### src/rtl/ctrl_decode_pipe.sv
// ctrl_decode_pipe: one-stage SimpleRISC decoder with a registered control
// word, valid/ready handshakes on both sides and a load-use interlock that
// inserts a single bubble when the incoming instruction reads the
// destination of a load that is still held in the output register.
//
// Handshake: a transfer happens on a rising edge where valid and ready are
// both 1. On the upstream side, in_ready does not depend on in_valid except
// through the hazard term. Downstream, once out_valid is 1 the control word
// stays stable until out_ready is seen high.
module ctrl_decode_pipe #(
  parameter int REG_W     = 4,
  parameter int HAZARD_EN = 1,
  parameter int CNT_W     = 16
) (
  input  logic             clk,
  input  logic             reset,
  input  logic             flush,
  input  logic             in_valid,
  output logic             in_ready,
  input  logic [4:0]       opcode,
  input  logic             imm_bit,
  input  logic [REG_W-1:0] rd,
  input  logic [REG_W-1:0] rs1,
  input  logic [REG_W-1:0] rs2,
  output logic             out_valid,
  input  logic             out_ready,
  output logic             is_ret,
  output logic             is_st,
  output logic             is_wb,
  output logic             is_imm,
  output logic             is_beq,
  output logic             is_bgt,
  output logic             is_ubranch,
  output logic             is_ld,
  output logic             is_call,
  output logic [3:0]       alu_op,
  output logic [REG_W-1:0] out_rd,
  output logic             illegal,
  output logic [CNT_W-1:0] bubble_cnt
);

  localparam logic [4:0] OP_CMP  = 5'b00101;
  localparam logic [4:0] OP_NOT  = 5'b01000;
  localparam logic [4:0] OP_MOV  = 5'b01001;
  localparam logic [4:0] OP_ASR  = 5'b01100;
  localparam logic [4:0] OP_NOP  = 5'b01101;
  localparam logic [4:0] OP_LD   = 5'b01110;
  localparam logic [4:0] OP_ST   = 5'b01111;
  localparam logic [4:0] OP_BEQ  = 5'b10000;
  localparam logic [4:0] OP_BGT  = 5'b10001;
  localparam logic [4:0] OP_B    = 5'b10010;
  localparam logic [4:0] OP_CALL = 5'b10011;
  localparam logic [4:0] OP_RET  = 5'b10100;

  typedef struct packed {
    logic       illegal;
    logic       is_ret;
    logic       is_st;
    logic       is_wb;
    logic       is_imm;
    logic       is_beq;
    logic       is_bgt;
    logic       is_ubranch;
    logic       is_ld;
    logic       is_call;
    logic [3:0] alu_op;
  } ctrl_t;

  ctrl_t            dec;
  ctrl_t            held;
  logic [REG_W-1:0] held_rd;
  logic             use_rs1;
  logic             use_rs2;
  logic             use_rd;
  logic             src_hit;
  logic             hazard;
  logic             accept;

  // Decode the offered instruction and work out which fields it reads.
  always_comb begin
    dec     = '0;
    use_rs1 = 1'b0;
    use_rs2 = 1'b0;
    use_rd  = 1'b0;
    if (opcode <= OP_ASR) begin
      dec.alu_op = opcode[3:0];
      dec.is_imm = imm_bit;
      dec.is_wb  = (opcode != OP_CMP);
      use_rs1    = (opcode != OP_NOT) && (opcode != OP_MOV);
      use_rs2    = (opcode != OP_NOT) && (opcode != OP_MOV) && !imm_bit;
    end else begin
      case (opcode)
        OP_NOP:  dec = '0;
        OP_LD: begin
          dec.is_ld  = 1'b1;
          dec.is_wb  = 1'b1;
          dec.is_imm = imm_bit;
          use_rs1    = 1'b1;
        end
        OP_ST: begin
          dec.is_st  = 1'b1;
          dec.is_imm = imm_bit;
          use_rs1    = 1'b1;
          use_rd     = 1'b1;
        end
        OP_BEQ:  dec.is_beq = 1'b1;
        OP_BGT:  dec.is_bgt = 1'b1;
        OP_B:    dec.is_ubranch = 1'b1;
        OP_CALL: begin
          dec.is_call    = 1'b1;
          dec.is_ubranch = 1'b1;
          dec.is_wb      = 1'b1;
        end
        OP_RET: begin
          dec.is_ret     = 1'b1;
          dec.is_ubranch = 1'b1;
        end
        default: dec.illegal = 1'b1;
      endcase
    end
  end

  // Load-use interlock and upstream ready.
  always_comb begin
    src_hit  = (use_rs1 && (rs1 == held_rd)) ||
               (use_rs2 && (rs2 == held_rd)) ||
               (use_rd  && (rd  == held_rd));
    hazard   = (HAZARD_EN != 0) && in_valid && out_valid && held.is_ld && src_hit;
    in_ready = !reset && !flush && !hazard && (!out_valid || out_ready);
    accept   = in_valid && in_ready;
  end

  // Output register, valid bit and saturating bubble counter.
  always_ff @(posedge clk) begin
    if (reset) begin
      out_valid  <= 1'b0;
      held       <= '0;
      held_rd    <= '0;
      bubble_cnt <= '0;
    end else begin
      if (flush) begin
        out_valid <= 1'b0;
      end else if (accept) begin
        out_valid <= 1'b1;
        held      <= dec;
        held_rd   <= rd;
      end else if (out_ready) begin
        out_valid <= 1'b0;
      end
      if (!flush && hazard && out_ready && (bubble_cnt != '1)) begin
        bubble_cnt <= bubble_cnt + CNT_W'(1);
      end
    end
  end

  assign illegal    = held.illegal;
  assign is_ret     = held.is_ret;
  assign is_st      = held.is_st;
  assign is_wb      = held.is_wb;
  assign is_imm     = held.is_imm;
  assign is_beq     = held.is_beq;
  assign is_bgt     = held.is_bgt;
  assign is_ubranch = held.is_ubranch;
  assign is_ld      = held.is_ld;
  assign is_call    = held.is_call;
  assign alu_op     = held.alu_op;
  assign out_rd     = held_rd;

endmodule

### config.mk
export PLATFORM = sky130hd
export DESIGN_NAME = ctrl_decode_pipe
export DESIGN_NICKNAME = d
export VERILOG_FILES = /design/src/rtl/ctrl_decode_pipe.sv
export SDC_FILE = /design/constraint.sdc
export NUM_CORES = 1
export LEC_CHECK = 0
export ABC_CLOCK_PERIOD_IN_PS = 4200
export CAP_MARGIN = 20
export CELL_PAD_IN_SITES_DETAIL_PLACEMENT = 1
export CELL_PAD_IN_SITES_GLOBAL_PLACEMENT = 1
export CORE_UTILIZATION = 31
export CTS_CLUSTER_DIAMETER = 100
export CTS_CLUSTER_SIZE = 30
export DETAILED_ROUTE_END_ITERATION = 10
export PLACE_DENSITY = 0.73
export REMOVE_ABC_BUFFERS = 1
export SYNTH_ARGS = -nofsm -noshare
export SYNTH_HDL_FRONTEND = slang
export SYNTH_SLANG_ARGS = --single-unit
### constraint.sdc
create_clock -name clk -period 4.2 [get_ports clk]
set_clock_uncertainty 0.1 [all_clocks]
set_input_delay 1.26 -clock clk [delete_from_list [all_inputs] [get_ports clk]]
set_output_delay 1.26 -clock clk [all_outputs]
set_load 0.005 [all_outputs]
==> flow_summary.yaml, run 1 <==
synthesis:
  synth_enable_flop_cells: 0
  synth_area_um2: 2030
  synth_fa_ha_area_frac: 0.00617
  synth_compound_area_frac: 0.184
  synth_xor_xnor_area_share: 0.0519
  synthesis.instances: 246
  synthSimpleGateAreaFrac: 0.315
  synth_top_family_by_area: "simple AND/OR/NAND/NOR gates"
  yosysWarnings: 0
  synth-async-reset-ratio: 0
  synth.distinct_cells: 50
  synth_area_per_cell_um2: 8.24
  synth_top_flop_cell: "dfxtp_1"
  ys_seq_area_frac: 0.346
  synthMuxAreaShare: 0.0543
  synth_seq_cells: 35
power:
  p_int_uw: 502
  swShare: 0.258
  p_per_area_nw_per_um2: 227
  total_power_uw: 677
  p_leak_nw: 1.10
  clkPwrFrac: 0.340
  p_switching_uw: 175
  peakVddDrop_uv: 127
  comb_power_share: 0.157
  pwr-share-seq: 0.503
sta:
  fmax_ghz: 0.244
  rsz0062_at_grt: "false"
  fin_crit_sh: 0.977
  final.setup.tns_ps: 0
  setup_ws_ps: 96.0
  slew_headroom: 0.674
  hold_viol_final: 0
  post-route-min-period_ps: 4100
  final_max_slew_viol_count: 0
  worst_slew_pin_slew_ps: 483
  setup-violations-final: 0
  holdWs_ps: 382
floorplanning:
  io_pins: 59
  die_area_um2: 6870
  die_x_um: 82.9
  core_area_um2: 6310
  start_util: 0.321
  num_rows: 29
  die_height_um: 82.9
setup_path:
  crit_start: "rs1[1]"
  endpoint_kind: "primary output"
  cp-start-kind: "input pin"
  worstSetupPathType: "in -> out"
  regToRegSetupSlack_ps: 1780
  critPathArrivalTime_ps: 2740
  crit_required_ps: 2840
  worstPathMaxFanout: 2
  r2r_start: "out_rd[0]$_SDFFE_PP0P_"
clocking:
  clock_sinks: 35
  cts_tree: "done"
  htree_num_levels: 2
  cts.path.max_buffers: 2
  insertion_delay_ps: 280
  cts-root-buf: "clkbuf_8"
  postCtsHoldBufs: 0
  numCtsBuffers: 5
  clkTransAtPathRegs_ps: 70
layout:
  areaGrowthSynthToFinish_pct: 47.0
  post-route-util: 0.472
  diodes: 0
  nNetsFinal: 351
  layout-drive-gt1-share: 0.187
global_route:
  grt_usage: 0.189
  first_global_vias: 2228
  grt_max_degree: 44
  grt_pass1_wl_um: 10600
  grt_overflow: 0
  antenna_found_initial: 0
place:
  place_ws_ps: -513
  place_hpwl_um: 4650
  place.gp.congestion: 0.816
  io_buffers: 58
drt:
  drc_errors: 0
  antenna_left: 0
  wl_per_cell_um: 16.0
  totalWireLength_um: 6450
  vias: 2180
  dr.pass1.iters: 6
  drtIter0Drc: 42
  via_per_inst: 5.41
min_path:
  hp-class: "reg -> reg"
  worstHoldStart: "is_st$_SDFFE_PP0P_"
run:
  cap_violations: 0
status:
  outcome: "complete, no violations"
## registers in the layout, summed over array words and instances (netlist names)
name,cells
alu_op,4
illegal,1
is_bgt,1
is_ld,1
is_st,1
is_beq,1
out_rd,4
is_imm,1
is_ubranch,1
is_call,1
is_ret,1
is_wb,1
out_valid,1
bubble_cnt,16
## cell usage after synthesis, types with 2 or more instances
cell	number	area, µm²
a21oi_1	17	85.1
and3_1	3	18.8
buf_2	3	15.0
clkbuf_1	8	30.0
dfxtp_1	35	701
inv_1	7	26.3
mux2_2	3	33.8
mux2i_1	5	50.1
nand2_1	19	71.3
nand2b_1	9	56.3
nand3_1	16	80.1
nand4_1	6	37.5
nor2_1	14	52.6
nor2b_1	10	62.6
nor3_1	5	25.0
nor4_1	2	12.5
o21ai_0	23	115
o21ai_1	2	10.0
o31ai_1	3	22.5
o41ai_1	2	17.5
or2_2	3	18.8
or3_1	9	56.3
or4_1	5	37.5
xnor2_1	10	87.6
xor2_1	2	17.5
## worst max-delay path: stages
cell	delay, ps
clkdlybuf4s50_1	410
xor2_1	150
a311oi_2	190
buf_4	160
nor3_4	40
o311a_1	390
buf_2	140
## routing by layer
| layer | up-vias | track usage | wire, µm | share of wire |
|---|---|---|---|---|
| li1 | 1056 | - | - | - |
| met1 | 1057 | 0.216 | 2810 | 0.44 |
| met2 | 59 | 0.342 | 3210 | 0.50 |
| met3 | 8 | 0.0567 | 366 | 0.057 |
| met5 | - | 0 | 0 | 0 |
| met4 | 0 | 0.0486 | 64 | 0.0099 |
## area by class of cell
type | instances | area, µm²
clock buffers | 6 | 72.6
fillers | 773 | 3330
inverters | 7 | 26.3
multi-input cells | 191 | 1280
flip-flops and latches | 35 | 701
well taps | 77 | 96.3
repair buffers | 87 | 798
## logic make-up after synthesis
group,count (synthesis)
DFF,35
AOI/OAI and AO/OA,58
buffers and inverters,20
adders and majority gates,1
muxes,10
and+or+nand+nor,110
xor gates and xnor gates,12
## layout by cell type (no fill, tap or decap), types with 9 or more instances in the layout
master,count
nand2_1,18
clkdlybuf4s50_1,42
nand3_1,16
o21ai_0,23
a21oi_1,17
dfxtp_1,35
nor2_1,13
buf_4,26
or3_1,9
nand2b_1,9
nor2b_1,10
## worst paths after layout
check,end,depth (start not counted)
setup / recovery,in_ready,7
setup reg to reg,bubble_cnt[9]$_SDFFE_PP0P_,8
hold reg to reg,is_st$_SDFFE_PP0P_,2
hold / removal,is_st$_SDFFE_PP0P_,2
## power groups by stage
| stage | logic, mW | clock network, mW | registers (mW) |
|---|---|---|---|
| 6_report | 0.107 | 0.230 | 0.340 |
| 5_1_grt | 0.114 | 0.257 | 0.341 |
| 4_1_cts | 0.106 | 0.239 | 0.340 |
| 3_5_place_dp | 0.103 | 0 | 0.348 |
| 3_3_place_gp | 0.101 | 0 | 0.348 |
| 2_1_floorplan | 0.0358 | 0 | 0.347 |
## through the flow
stage          cells  area [µm²]
2_1_floorplan    233        1970
3_3_place_gp     393        2830
3_5_place_dp     393        2830
4_1_cts          401        2950
5_1_grt          403        2980
6_report         403        2980
## repair_timing
action | in CTS | in global routing
buffers inserted | 2 | 2
gates resized for setup | 25 | 18
hold endpoints to repair | 0 | 0
cloned | 0 | 0
endpoints found under the setup margin | 1 | 1
pin swaps | 9 | 15
Note: power is estimated with default switching activity, not from simulation.
==> run 2: changes to the inputs <==
--- a/config.mk
+++ b/config.mk
@@ -9,6 +9,7 @@
 export CAP_MARGIN = 20
 export CELL_PAD_IN_SITES_DETAIL_PLACEMENT = 1
 export CELL_PAD_IN_SITES_GLOBAL_PLACEMENT = 1
+export CORE_MARGIN = 8
 export CORE_UTILIZATION = 31
 export CTS_CLUSTER_DIAMETER = 100
 export CTS_CLUSTER_SIZE = 30
==> flow_summary.yaml, run 2 (same netlist as run 1, synthesis figures left out) <==
setup_path:
  r2r_start: "out_rd[3]$_SDFFE_PP0P_"
  crit_required_ps: 2840
  endpoint_kind: "primary output"
  crit_start: "rd[1]"
  worstSetupPathType: "in -> out"
  worstPathMaxFanout: 2
  r2r_cells: 8
  regToRegSetupSlack_ps: 1610
  critPathArrivalTime_ps: 2790
  cp-start-kind: "input pin"
clocking:
  insertion_delay_ps: 290
  clock_sinks: 35
  numCtsBuffers: 5
  htree_num_levels: 2
  cts-root-buf: "clkbuf_8"
  cts_tree: "done"
  clkTransAtPathRegs_ps: 70
  cts.path.max_buffers: 2
layout:
  diodes: 0
  final_cell_mix: "clkdlybuf4s50_1 (43), dfxtp_1 (35), buf_4 (26), o21ai_0 (23), nand2_1 (18)"
  largest_reg_flops: 16
  layout_commonest_cell: "clkdlybuf4s50_1"
  regMostFlops: "bubble_cnt"
  nNetsFinal: 350
  layout-drive-gt1-share: 0.180
  fin_area_um2: 3010
  areaGrowthSynthToFinish_pct: 48.3
floorplanning:
  num_rows: 29
  die_height_um: 96.9
  die_area_um2: 9380
  io_pins: 59
  die_x_um: 96.9
  start_util: 0.319
  core_area_um2: 6350
global_route:
  grt_pass1_wl_um: 11500
  grt_usage: 0.144
  grt_overflow: 0
  grt_max_degree: 44
  antenna_found_initial: 0
  first_global_vias: 2289
min_path:
  min_path_cells: 2
  worstHoldStart: "is_wb$_SDFFE_PP0P_"
  hp-class: "reg -> reg"
sta:
  hold_viol_final: 0
  fin_crit_sh: 0.989
  setup-violations-final: 0
  post-route-min-period_ps: 4150
  final_max_slew_viol_count: 0
  worst_slew_pin_slew_ps: 513
  slew_headroom: 0.657
  setup_ws_ps: 47.3
  fmax_ghz: 0.241
place:
  place_hpwl_um: 4880
  dpl-instance-area_um2: 2820
  place_ws_ps: -519
  place.gp.congestion: 0.878
  io_buffers: 58
drt:
  vias: 2155
  drtIter0Drc: 75
  totalWireLength_um: 6790
  via_per_inst: 5.33
  drc_errors: 0
  antenna_left: 0
  dr.pass1.iters: 4
  wl_per_cell_um: 16.8
status:
  outcome: "complete, no violations"
power:
  p_per_area_nw_per_um2: 241
  peakVddDrop_uv: 96.2
  p_leak_nw: 1.13
run:
  cap_violations: 0
## run 2: cell types whose count changed in the layout (fill, tap and decap cells not counted), sizes merged
cell           previous run  this run
clkdlybuf4s15             7         0
dlygate4sd2               1         8
dlymetal6s2s              4         6
buf                      30        29
clkbuf                    9         8
clkdlybuf4s50            42        43
## run 2: power breakdown
| group | internal (mW) | leakage (nW) | switching, mW |
|---|---|---|---|
| registers | 0.336 | 0.283 | 0.00430 |
| logic | 0.0553 | 0.797 | 0.0514 |
| clock network | 0.150 | 0.0515 | 0.129 |
## run 2: worst max-delay path, stage by stage
cell	delay, ps
clkdlybuf4s50_1	490
xnor2_1	120
nand4_1	130
nor3_2	150
buf_4	160
nor3_4	50
o311a_1	300
buf_2	130
## run 2: path summary, 6_finish.rpt
| path | end |
|---|---|
| max | in_ready |
| min | is_wb$_SDFFE_PP0P_ |
| max reg2reg | bubble_cnt[9]$_SDFFE_PP0P_ |
| min reg2reg | is_wb$_SDFFE_PP0P_ |
## run 2: final cells by class
cell class / instances / area (µm²)
Multi-Input combinational cell: 191 / 1280
Inverter: 7 / 26.3
Tap cell: 77 / 96.3
Sequential cell: 35 / 701
Clock buffer: 8 / 100
Fill cell: 765 / 3340
Timing Repair Buffer: 86 / 798
## run 2: what timing repair did
| action | 4_1_cts | 5_1_grt |
|---|---|---|
| gates resized for setup | 21 | 7 |
| hold endpoints to repair | 0 | 0 |
| pin swaps | 9 | 2 |
| endpoints found under the setup margin | 1 | 1 |
| setup buffers | 4 | 0 |
| hold buffers | 0 | 0 |
## run 2: metal layers
layer,global-route usage,vias to the layer above,routed length [µm]
met5,0,-,0
met4,0.0509,0,115
met3,0.0405,11,316
met2,0.246,54,3340
met1,0.166,1038,3010
li1,-,1052,-
## run 2: metrics by stage
step                      hold slack (ps)   util  instances  power (mW)  setup TNS (ps)
after floorplan                       364      -        233       0.383               0
after global routing                  413  0.473        404       0.756           -29.8
after global placement                367  0.445        392       0.448            -484
after detailed placement              377  0.445        392       0.450            -519
final                                 382  0.473        404       0.726               0
after CTS                             388  0.470        404       0.736               0
==> run 3: changes to the inputs <==
--- a/config.mk
+++ b/config.mk
@@ -16,6 +16,7 @@
 export DETAILED_ROUTE_END_ITERATION = 10
 export PLACE_DENSITY = 0.73
 export REMOVE_ABC_BUFFERS = 1
+export SETUP_SLACK_MARGIN = 0.5
 export SYNTH_ARGS = -nofsm -noshare
 export SYNTH_HDL_FRONTEND = slang
 export SYNTH_SLANG_ARGS = --single-unit
==> flow_summary.yaml, run 3 (same netlist as run 1, synthesis figures left out) <==
setup_path:
  critPathArrivalTime_ps: 2540
  worstPathMaxFanout: 2
  crit_start: "opcode[3]"
  r2r_start: "out_rd[2]$_SDFFE_PP0P_"
  cp-start-kind: "input pin"
  worstSetupPathType: "in -> out"
  crit_required_ps: 2840
  endpoint_kind: "primary output"
layout:
  fillers: 756
  nNetsFinal: 356
  largest_reg_flops: 16
  regMostFlops: "bubble_cnt"
  diodes: 0
  fin_cells: 410
  final_cell_mix: "clkdlybuf4s50_1 (39), dfxtp_1 (35), buf_4 (30), o21ai_0 (23), nand2_1 (18)"
  layout-drive-gt1-share: 0.252
  areaGrowthSynthToFinish_pct: 50.0
  layout_commonest_cell: "clkdlybuf4s50_1"
min_path:
  hp-class: "reg -> reg"
  worstHoldStart: "is_call$_SDFFE_PP0P_"
drt:
  dr.pass1.iters: 4
  vias: 2170
  wl_per_cell_um: 16.4
  via_per_inst: 5.29
  totalWireLength_um: 6710
  antenna_left: 0
  drtIter0Drc: 85
  drc_errors: 0
floorplanning:
  io_pins: 59
  core_area_um2: 6350
  die_area_um2: 9380
  die_height_um: 96.9
  die_x_um: 96.9
  start_util: 0.319
  num_rows: 29
global_route:
  grt_max_degree: 44
  first_global_vias: 2299
  grt_usage: 0.144
  grt_overflow: 0
  antenna_found_initial: 0
  grt_pass1_wl_um: 11500
sta:
  fmax_ghz: 0.257
  post-route-min-period_ps: 3900
  setup-violations-final: 0
  rsz0062_at_grt: "true"
  final_max_slew_viol_count: 0
  slew_headroom: 0.631
  worst_slew_pin_slew_ps: 552
  fin_crit_sh: 0.928
  holdWs_ps: 382
  hold_viol_final: 0
clocking:
  cts.path.max_buffers: 2
  clkTransAtPathRegs_ps: 70
  numCtsBuffers: 5
  insertion_delay_ps: 300
  cts-root-buf: "clkbuf_8"
  cts_tree: "done"
  htree_num_levels: 2
  clock_sinks: 35
  postCtsHoldBufs: 0
power:
  p_leak_nw: 1.13
  p_per_area_nw_per_um2: 240
  peakVddDrop_uv: 99.3
  total_power_uw: 730
place:
  io_buffers: 58
  place.gp.congestion: 0.878
  placedCellCount: 392
  place_hpwl_um: 4880
run:
  cap_violations: 0
status:
  outcome: "complete, no violations"
==> run 3: cell types whose count changed in the layout (fill, tap and decap cells not counted), moves of 4 or more <==
| cell | delta |
|---|---|
| clkdlybuf4s50_1 | -4 |
| dlymetal6s2s_1 | -6 |
| buf_2 | +11 |
| dlygate4sd2_1 | -5 |
| buf_6 | +6 |
| buf_4 | +4 |
==> run 3: per-stage QoR <==
stage	TNS [ps]	util	cell area, µm²	setup WS (ps)
CTS	0	0.477	3030	313
finish	0	0.479	3040	303
detailed placement	-519	0.445	2820	-519
global placement	-484	0.445	2820	-484
global route	0	0.479	3040	220
floorplan	0	-	1970	96.0
==> run 3: path summary, 6_finish.rpt <==
check | to | slack (ps) | cells past startpoint
hold reg to reg | is_call$_SDFFE_PP0P_ | 380 | 2
hold / removal | is_call$_SDFFE_PP0P_ | 380 | 2
setup reg to reg | bubble_cnt[9]$_SDFFE_PP0P_ | 1680 | 8
setup / recovery | in_ready | 300 | 7
==> run 3: per-layer routing <==
metal	wire length (µm)	share of wire	GRT usage
met1	2940	0.44	0.165
met2	3330	0.50	0.249
met3	340	0.051	0.0427
met4	104	0.015	0.0450
met5	0	0	0
==> run 3: critical path, stage by stage <==
cell and delay (ps):
buf_2 110, or4b_4 210, nand4_4 110, nor4_4 350, nor3_4 70, o311a_1 300
buf_2 130
==> run 3: power by group <==
group / internal (mW) / total [mW] / switching [mW]
clock network: 0.150 / 0.280 / 0.130
registers: 0.336 / 0.340 / 0.00445
logic: 0.0574 / 0.110 / 0.0530
==> run 3: repair_timing <==
item,in CTS,in global routing
endpoints found under the setup margin,1,1
buffers inserted,9,1
gates resized for setup,85,1
pin swaps,22,6
==> run 3: area by class of cell <==
cell class	count	area, µm²	area share
well taps	77	96.3	0.0317
flip-flops and latches	35	701	0.230
inverters	7	26.3	0.00864
clock buffers	8	100	0.0329
repair buffers	92	792	0.260
multi-input cells	191	1330	0.436
